[config.mk]
export PLATFORM = sky130hd
export DESIGN_NAME = wallace_mul_sched
export DESIGN_NICKNAME = d
export VERILOG_FILES = /design/src/rtl/mul_sched_pkg.sv /design/src/rtl/sync_fifo_fwft.sv /design/src/rtl/wallace_mul_sched.sv
export SDC_FILE = /design/constraint.sdc
export NUM_CORES = 1
export LEC_CHECK = 0
export CORE_MARGIN = 2
export CORE_UTILIZATION = 45
export CTS_CLUSTER_SIZE = 30
export DETAILED_ROUTE_END_ITERATION = 10
export MAX_ROUTING_LAYER = met4
export PLACE_DENSITY = 0.65
export SETUP_SLACK_MARGIN = 0.15
export SLEW_MARGIN = 20
export SYNTH_ARGS = -nofsm -noshare
export SYNTH_HDL_FRONTEND = slang
export SYNTH_SLANG_ARGS = --single-unit
[constraint.sdc]
create_clock -name clk -period 6.8 [get_ports clk]
set_input_delay 0.68 -clock clk [delete_from_list [all_inputs] [get_ports clk]]
set_output_delay 0.68 -clock clk [all_outputs]
set_load 0.02 [all_outputs]
[src/rtl/mul_sched_pkg.sv]
// Shared types and defaults for the two-requester multiplier scheduler.
package mul_sched_pkg;

    localparam int WIDTH_DEF = 32;
    localparam int LAT_DEF   = 10;
    localparam int DEPTH_DEF = 12;

    typedef enum logic {
        REQ0 = 1'b0,
        REQ1 = 1'b1
    } req_id_t;

    typedef struct packed {
        logic        id;
        logic [63:0] c;
    } rsp_entry_t;

endpackage

[src/rtl/sync_fifo_fwft.sv]
// First-word fall-through synchronous FIFO; head entry is visible on dout
// whenever empty is low. Any DEPTH >= 1 is supported (pointers wrap explicitly).
module sync_fifo_fwft #(
    parameter int W     = 8,
    parameter int DEPTH = 4,
    localparam int CNT_W = $clog2(DEPTH + 1)
) (
    input  logic             clk,
    input  logic             rst,
    input  logic             push,
    input  logic [W-1:0]     din,
    input  logic             pop,
    output logic [W-1:0]     dout,
    output logic             full,
    output logic             empty,
    output logic [CNT_W-1:0] count
);

    localparam int PTR_W = (DEPTH > 1) ? $clog2(DEPTH) : 1;

    logic [W-1:0]     mem_q [DEPTH];
    logic [PTR_W-1:0] wr_ptr_q, rd_ptr_q;
    logic [CNT_W-1:0] count_q;
    logic             do_push, do_pop;

    function automatic logic [PTR_W-1:0] ptr_inc(input logic [PTR_W-1:0] p);
        return (p == PTR_W'(DEPTH - 1)) ? '0 : p + 1'b1;
    endfunction

    assign empty   = (count_q == '0);
    assign full    = (count_q == CNT_W'(DEPTH));
    assign count   = count_q;
    assign dout    = mem_q[rd_ptr_q];
    assign do_pop  = pop && !empty;
    assign do_push = push && (!full || do_pop);

    // NOTE: storage has no reset; entries are only observable once count covers them.
    always_ff @(posedge clk) begin
        if (do_push) begin
            mem_q[wr_ptr_q] <= din;
        end
    end

    // NOTE: sequential state uses non-blocking assignments so every flop samples pre-edge values.
    always_ff @(posedge clk) begin
        if (rst) begin
            wr_ptr_q <= '0;
            rd_ptr_q <= '0;
            count_q  <= '0;
        end else begin
            if (do_push) wr_ptr_q <= ptr_inc(wr_ptr_q);
            if (do_pop)  rd_ptr_q <= ptr_inc(rd_ptr_q);
            case ({do_push, do_pop})
                2'b10:   count_q <= count_q + 1'b1;
                2'b01:   count_q <= count_q - 1'b1;
                default: count_q <= count_q;
            endcase
        end
    end

endmodule

[src/rtl/wallace_mul_sched.sv]
// Round-robin scheduler sharing one LAT-deep multiplier between two requesters,
// with a shadow {valid,id} pipeline and a credit-gated response FIFO.
module wallace_mul_sched
    import mul_sched_pkg::*;
#(
    parameter int WIDTH = WIDTH_DEF,
    parameter int LAT   = LAT_DEF,
    parameter int DEPTH = DEPTH_DEF
) (
    input  logic                       clk,
    input  logic                       rst,
    input  logic                       req0_valid,
    output logic                       req0_ready,
    input  logic [WIDTH-1:0]           req0_a,
    input  logic [WIDTH-1:0]           req0_b,
    input  logic                       req1_valid,
    output logic                       req1_ready,
    input  logic [WIDTH-1:0]           req1_a,
    input  logic [WIDTH-1:0]           req1_b,
    output logic [WIDTH:0]             mul_a,
    output logic [WIDTH:0]             mul_b,
    input  logic [2*WIDTH:0]           mul_c,
    output logic                       rsp_valid,
    input  logic                       rsp_ready,
    output logic                       rsp_id,
    output logic [2*WIDTH-1:0]         rsp_c,
    output logic [$clog2(DEPTH+1)-1:0] inflight
);

    localparam int CNT_W = $clog2(DEPTH + 1);

    logic [CNT_W-1:0] inflight_q, inflight_d, fifo_count;
    req_id_t          prio_q, prio_d, grant;
    logic [WIDTH:0]   mul_a_q, mul_a_d, mul_b_q, mul_b_d;
    logic [LAT:0]     sh_valid_q, sh_id_q;
    rsp_entry_t       push_entry, head_entry;
    logic             pop, push, credit_ok, any_req, issue;
    logic             fifo_full, fifo_empty;
    logic             unused_mul_c_msb;

    assign pop       = rsp_valid && rsp_ready;
    assign credit_ok = (inflight_q - CNT_W'(pop)) < CNT_W'(DEPTH);
    assign any_req   = req0_valid || req1_valid;
    assign issue     = any_req && credit_ok && !rst;

    // NOTE: every combinational output gets a default first so no latch is inferred.
    always_comb begin
        grant = prio_q;
        if (req0_valid && !req1_valid) grant = REQ0;
        else if (req1_valid && !req0_valid) grant = REQ1;

        req0_ready = issue && (grant == REQ0);
        req1_ready = issue && (grant == REQ1);

        prio_d  = prio_q;
        mul_a_d = '0;
        mul_b_d = '0;
        if (issue) begin
            prio_d  = (grant == REQ0) ? REQ1 : REQ0;
            mul_a_d = {1'b0, (grant == REQ0) ? req0_a : req1_a};
            mul_b_d = {1'b0, (grant == REQ0) ? req0_b : req1_b};
        end

        case ({issue, pop})
            2'b10:   inflight_d = inflight_q + 1'b1;
            2'b01:   inflight_d = inflight_q - 1'b1;
            default: inflight_d = inflight_q;
        endcase
    end

    // Stage k holds the tag of the operands loaded k cycles ago; stage LAT lines up with mul_c.
    always_ff @(posedge clk) begin
        if (rst) begin
            prio_q     <= REQ0;
            mul_a_q    <= '0;
            mul_b_q    <= '0;
            inflight_q <= '0;
            sh_valid_q <= '0;
            sh_id_q    <= '0;
        end else begin
            prio_q     <= prio_d;
            mul_a_q    <= mul_a_d;
            mul_b_q    <= mul_b_d;
            inflight_q <= inflight_d;
            sh_valid_q <= {sh_valid_q[LAT-1:0], issue};
            sh_id_q    <= {sh_id_q[LAT-1:0], logic'(grant)};
        end
    end

    assign mul_a            = mul_a_q;
    assign mul_b            = mul_b_q;
    assign inflight         = inflight_q;
    assign unused_mul_c_msb = mul_c[2*WIDTH];

    assign push          = sh_valid_q[LAT];
    assign push_entry.id = sh_id_q[LAT];
    assign push_entry.c  = 64'(mul_c[2*WIDTH-1:0]);

    sync_fifo_fwft #(
        .W     ($bits(rsp_entry_t)),
        .DEPTH (DEPTH)
    ) u_rsp_fifo (
        .clk   (clk),
        .rst   (rst),
        .push  (push),
        .din   (push_entry),
        .pop   (pop),
        .dout  (head_entry),
        .full  (fifo_full),
        .empty (fifo_empty),
        .count (fifo_count)
    );

    assign rsp_valid = !fifo_empty;
    assign rsp_id    = !fifo_empty && head_entry.id;
    assign rsp_c     = fifo_empty ? '0 : head_entry.c[2*WIDTH-1:0];

    a_no_push_when_full: assert property (@(posedge clk) disable iff (rst) push |-> !fifo_full);
    a_credit_bound:      assert property (@(posedge clk) disable iff (rst)
                                          (inflight_q <= CNT_W'(DEPTH)) && (fifo_count <= inflight_q));

endmodule

==> out/metrics.cfg, run 1 <==
[detailed_routing]
initialDrtViolationCount = 1461
ant_nets = 0
vias = 17280
vias_per_cell = 5.671
route.detailed.drc = 0
dr.pass1.iters = 7
drt-total-wl_um = 78500
avgRoutedWirePerCell_um = 25.76

[worst_setup_path]
cp_max_fo = 52
r2r_end = u_rsp_fifo.mem_q[3][34]
cp.arrival_ns = 3.82
end_kind = primary output
r2r_start = u_rsp_fifo.count[0]
reg2reg_depth = 5
worst-r2r-setup-slack_ns = 3.64
required_ns = 6.12
crit_type = reg2out
start_kind = flop

[clock_network]
htreeDepth = 3
cts-buffers-inserted = 93
cts_tree = yes
clockBufferDepth = 3
clockRootBuffer = clkbuf_16
cts_resized = 0
cts.sinks = 887
clk_pin_slew_ns = 0.06
insertion_delay_ns = 0.63
hold_buffers = 0
post_cts_buffers = 0

[synth]
synth_cell_types = 46
seq_area_frac_synth_pct = 76.62
netlist_instances = 1657
ys_ff_latch = 887
synth_area_um2 = 33370
ys.warnings.count = 0
yosys-top-cells-area = edfxtp_1 (70%), mux4_2 (8.8%), dfxtp_1 (6.4%)
synth_edf_count = 780
ys.flop_type = edfxtp_1
synth_top_area_share_pct = 70.20
async_flop_share_pct = 0
avgSynthCellArea_um2 = 20.14
yosysTopAreaCell = edfxtp_1

[timing]
period_needed_ns = 4.503
fin_skew_ns = 0.01641
maxSlewViolCount = 0
setup_viol = 0
setup-tns-final_ns = 0
max_freq_mhz = 222.1
slew-limit-headroom_pct = 30.82
final.period_utilization_pct = 66.22
hold_viol = 0
rsz0062_at_grt = no
tightest_slew_ns = 1.038

[floorplanning]
fp.dieW_um = 276.3
num_rows = 99
core-area_um2 = 73210
die-height_um = 276.3
fp.dieArea_um2 = 76340
io_pins = 336
initial_core_util_pct = 45.58

[finish]
fillers = 5517
nets = 2222
drive_gt1_share_pct = 24.64
area_growth_pct = 22.09
most-common-layout-cells = edfxtp_1 (780), clkdlybuf4s50_1 (332), mux2_2 (131)
fin_cells = 3047
fin_util_pct = 55.65
mostFrequentLayoutCell = edfxtp_1
final-seq-area_um2 = 25570
multiInputGateArea_um2 = 7346

[global_routing]
grt_pass1_wl_um = 114800
antenna_found_initial = 2
grt-ovfl-total = 0
first_global_vias = 18470
gr-usage-all-layers_pct = 21.04
grt_max_degree = 117

[placement]
portBuffers = 332
dp_cells = 2876
detailed_place_hpwl_um = 42020
place.gp.congestion = 0.8361

[min_path]
hp-class = reg2reg
hold_path_end = sh_id_q[1]
hold_start = sh_id_q[0]
min_path_cells = 1

[pwr]
ir_drop_uv = 194.4
p_per_area_nw_per_um2 = 276.9
p_leak_nw = 12.94

[run]
maxCapViolCount = 0

[outcome]
status = completed

## cell families after synthesis
| family | synth area share (%) |
|---|---|
| multiplexers | 13.26 |
| adder cells (fa/ha/maj) | 0.5025 |
| flip-flops | 76.62 |
| XOR/XNOR | 0.1312 |
| other | 0.01124 |
| AND/OR/NAND/NOR | 2.085 |
| AO/OA/AOI/OAI | 5.756 |
| buffers and inverters | 1.639 |
## flip-flops by register name, summed over array words and instances (netlist names), named ones only
register             cells
u_rsp_fifo.count         4
prio_q                   1
sh_valid_q              11
u_rsp_fifo.rd_ptr_q      4
mul_a                   32
u_rsp_fifo.wr_ptr_q      4
mul_b                   32
u_rsp_fifo.mem_q       780
sh_id_q                 11
inflight                 4
## final cells by class
type                    count  share of cell area, %
inverters                  15                 0.1413
well taps                 959                  2.945
clock inverters            60                  1.413
clock buffers             109                  5.961
multi-input cells         654                  18.03
flip-flops and latches    887                  62.77
repair buffers            361                  8.723
diodes                      2                0.01229
## stage by stage
step / hold slack (ns) / area [um^2] / power [mW] / setup slack (ns)
detailed placement: 0.4264 / 37720 / 6.421 / 2.625
global route: 0.4564 / 40740 / 11.63 / 2.045
global placement: 0.4162 / 37720 / 6.410 / 2.641
floorplan: 0.4138 / 33370 / 6.176 / 3.617
CTS: 0.4367 / 40730 / 11.39 / 1.937
finish: 0.4349 / 40740 / 11.28 / 2.297
## critical path: stages (launching register included)
cell	delay [ns]
dfxtp_4	0.84
buf_4	0.80
mux4_2	0.61
o221a_2	0.31
clkdlybuf4s50_1	0.56
## power by group
part | internal, mW | switching (mW) | total (mW)
Combinational | 0.180 | 0.165 | 0.345
Sequential | 5.95 | 0.0128 | 5.96
Clock | 2.90 | 2.07 | 4.98
Total | 9.03 | 2.25 | 11.3
## per-layer routing
metal	global-route usage [%]	vias to the layer above	wire [um]
li1	-	7530	-
met1	25.94	8965	31610
met2	35.39	661	40130
met3	3.253	123	4444
met4	7.776	0	2326
met5	-	-	0
## synthesized netlist by cell type, types with 7 or more instances
master      n
a21oi_1    14
and3_1     12
o22ai_1    65
nor2_1     82
dfxtp_1   107
buf_4       7
edfxtp_1  780
a22o_1     64
buf_2      29
o221a_2    65
clkbuf_1   45
nand2_1     8
inv_1      15
mux4_2    130
mux2_2    131
ha_1       11
nor2b_1    26
buf_1      15
## how the worst max path moves through the flow
| stage | end | slack (ns) | cells after the start | start |
|---|---|---|---|---|
| after floorplan | u_rsp_fifo.mem_q[11][0] | 3.62 | 3 | rsp_ready |
| after global placement | req0_ready | 2.64 | 6 | rsp_ready |
| after detailed placement | req0_ready | 2.63 | 6 | rsp_ready |
| after CTS | rsp_c[42] | 1.94 | 6 | flop |
| after global routing | rsp_c[5] | 2.04 | 4 | flop |
| final | rsp_c[13] | 2.30 | 4 | flop |
Note: power is estimated with default switching activity, not from simulation.
==> run 2, diff against run 1 <==
- clock period: 6.8 -> 4.25 ns (I/O delays scaled with it)
==> out/metrics.cfg, run 2 (same netlist as run 1, synthesis figures left out) <==
[outcome]
status = completed  ; unchanged

[worst_setup_path]
r2r_end = inflight[3]  ; was u_rsp_fifo.mem_q[3][34]
required_ns = 3.83  ; was 6.12 ns
start_kind = flop  ; unchanged
cp.arrival_ns = 3.31  ; was 3.82 ns
worst-r2r-setup-slack_ns = 1.29  ; was 3.64 ns
cp_max_fo = 29  ; was 52
r2r_start = u_rsp_fifo.count[3]  ; was u_rsp_fifo.count[0]
crit_type = reg2out  ; unchanged
end_kind = primary output  ; unchanged
reg2reg_depth = 8  ; was 5

[clock_network]
cts_tree = yes  ; unchanged
post_cts_buffers = 0  ; unchanged
hold_buffers = 0  ; unchanged
htreeDepth = 3  ; unchanged
clockRootBuffer = clkbuf_16  ; unchanged
cts_resized = 0  ; unchanged
insertion_delay_ns = 0.64  ; was 0.63 ns
cts.sinks = 887  ; unchanged
clk_pin_slew_ns = 0.06  ; about the same
clockBufferDepth = 3  ; unchanged
cts-buffers-inserted = 92  ; was 93

[floorplanning]
io_pins = 336  ; unchanged
fp.dieW_um = 276.3  ; unchanged
initial_core_util_pct = 45.58  ; unchanged
die-height_um = 276.3  ; unchanged
core-area_um2 = 73210  ; unchanged
num_rows = 99  ; unchanged
fp.dieArea_um2 = 76340  ; unchanged

[global_routing]
gr-usage-all-layers_pct = 21.12  ; was 21.04%
grt-ovfl-total = 0  ; unchanged
grt_pass1_wl_um = 115800  ; was 114800 um
grt_max_degree = 67  ; was 117
first_global_vias = 18420  ; was 18470
antenna_found_initial = 4  ; was 2

[detailed_routing]
route.detailed.drc = 0  ; unchanged
dr.pass1.iters = 7  ; unchanged
initialDrtViolationCount = 1315  ; was 1461
ant_nets = 0  ; unchanged
drt-total-wl_um = 78350  ; was 78500 um
avgRoutedWirePerCell_um = 25.54  ; was 25.76 um
vias = 17340  ; was 17280
vias_per_cell = 5.654  ; was 5.671

[placement]
dp_slack_ns = 0.8584  ; was 2.625 ns
portBuffers = 332  ; unchanged
detailed_place_hpwl_um = 43570  ; was 42020 um
place.gp.congestion = 0.8581  ; was 0.8361

[finish]
drive_gt1_share_pct = 24.87  ; was 24.64%
area_growth_pct = 23.07  ; was 22.09%
largest_reg_flops = 780  ; unchanged
mostFrequentLayoutCell = edfxtp_1  ; unchanged
largest_register = u_rsp_fifo.mem_q  ; unchanged
most-common-layout-cells = edfxtp_1 (780), clkdlybuf4s50_1 (332), mux2_2 (131)  ; unchanged
nets = 2241  ; was 2222

[timing]
slew-limit-headroom_pct = 44.35  ; was 30.82%
final.period_utilization_pct = 87.83
worst_slack_ns = 0.5174  ; was 2.297 ns
setup_viol = 0  ; unchanged
period_needed_ns = 3.733
fin_skew_ns = 0.01464  ; was 0.01641 ns
tightest_slew_ns = 0.8318  ; was 1.038 ns
maxSlewViolCount = 0  ; unchanged
max_freq_mhz = 267.9
setup-tns-final_ns = 0  ; unchanged
rsz0062_at_grt = no  ; unchanged
hold_viol = 0  ; unchanged

[min_path]
hold_path_end = mul_b[29]  ; was sh_id_q[1]
min_path_cells = 2  ; was 1
hp-class = in2reg  ; was reg2reg
hold_start = req1_b[29]  ; was sh_id_q[0]

[pwr]
total_power_mw = 18.05  ; was 11.28 mW
ir_drop_uv = 270.5  ; was 194.4 uV
p_leak_nw = 13.10  ; was 12.94 nW
p_per_area_nw_per_um2 = 439.6  ; was 276.9 nW/um^2

[run]
maxCapViolCount = 0  ; unchanged

-- run 2: changes by cell type in the layout (fill, tap and decap cells not counted), sizes merged --
| cell | change |
|---|---|
| buf | +20 |
| clkbuf | +7 |
| clkinv | -7 |
| clkinvlp | -5 |
| diode | +3 |
| bufinv | +1 |
| inv | +1 |
-- run 2: worst max-delay path by stage --
stage	end	slack [ns]	cells after the start
2_1_floorplan	u_rsp_fifo.mem_q[11][0]	1.18	4
3_3_place_gp	inflight[2]	0.84	12
3_5_place_dp	inflight[3]	0.86	9
4_1_cts	rsp_c[4]	0.41	6
5_1_grt	rsp_c[4]	0.37	6
6_report	rsp_c[4]	0.52	6
-- run 2: power breakdown --
part | internal [mW] | switching, mW | leakage, nW
sequential | 9.52 | 0.0194 | 7.87
clock | 4.70 | 3.27 | 1.45
combinational | 0.288 | 0.265 | 3.78
total | 14.5 | 3.55 | 13.1
-- run 2: layer usage --
metal / routed length (um) / vias up / global-route usage [%]
met1: 31700 / 9006 / 26.21
met3: 4616 / 121 / 3.693
met2: 40000 / 623 / 35.49
met4: 2024 / 0 / 6.754
met5: 0 / - / -
li1: - / 7590 / -
-- run 2: metrics by stage --
| stage | instance area (um^2) | util [%] | std cells | hold slack [ns] |
|---|---|---|---|---|
| floorplan | 33370 | - | 1658 | 0.4138 |
| global placement | 38070 | 52.01 | 2896 | 0.4153 |
| detailed placement | 38070 | 52.01 | 2896 | 0.4256 |
| CTS | 41050 | 56.08 | 3062 | 0.3379 |
| global route | 41060 | 56.09 | 3066 | 0.3558 |
| finish | 41060 | 56.09 | 3067 | 0.3757 |
-- run 2: worst max-delay path: stages, from the launching register on --
cell             delay [ns]
dfxtp_4                0.66
nand2_2                0.61
buf_12                 0.40
o22ai_1                0.12
nor2_1                 0.07
o221a_2                0.14
clkdlybuf4s50_1        0.63
-- run 2: area by class of cell --
type	instances	area, um^2
Antenna cell	5	12.51
Tap cell	959	1200
Sequential cell	887	25570
Clock inverter	50	520.5
Fill cell	5509	32140
Timing Repair Buffer	381	3904
Multi-Input combinational cell	654	7341
Clock buffer	116	2456
Inverter	15	57.56
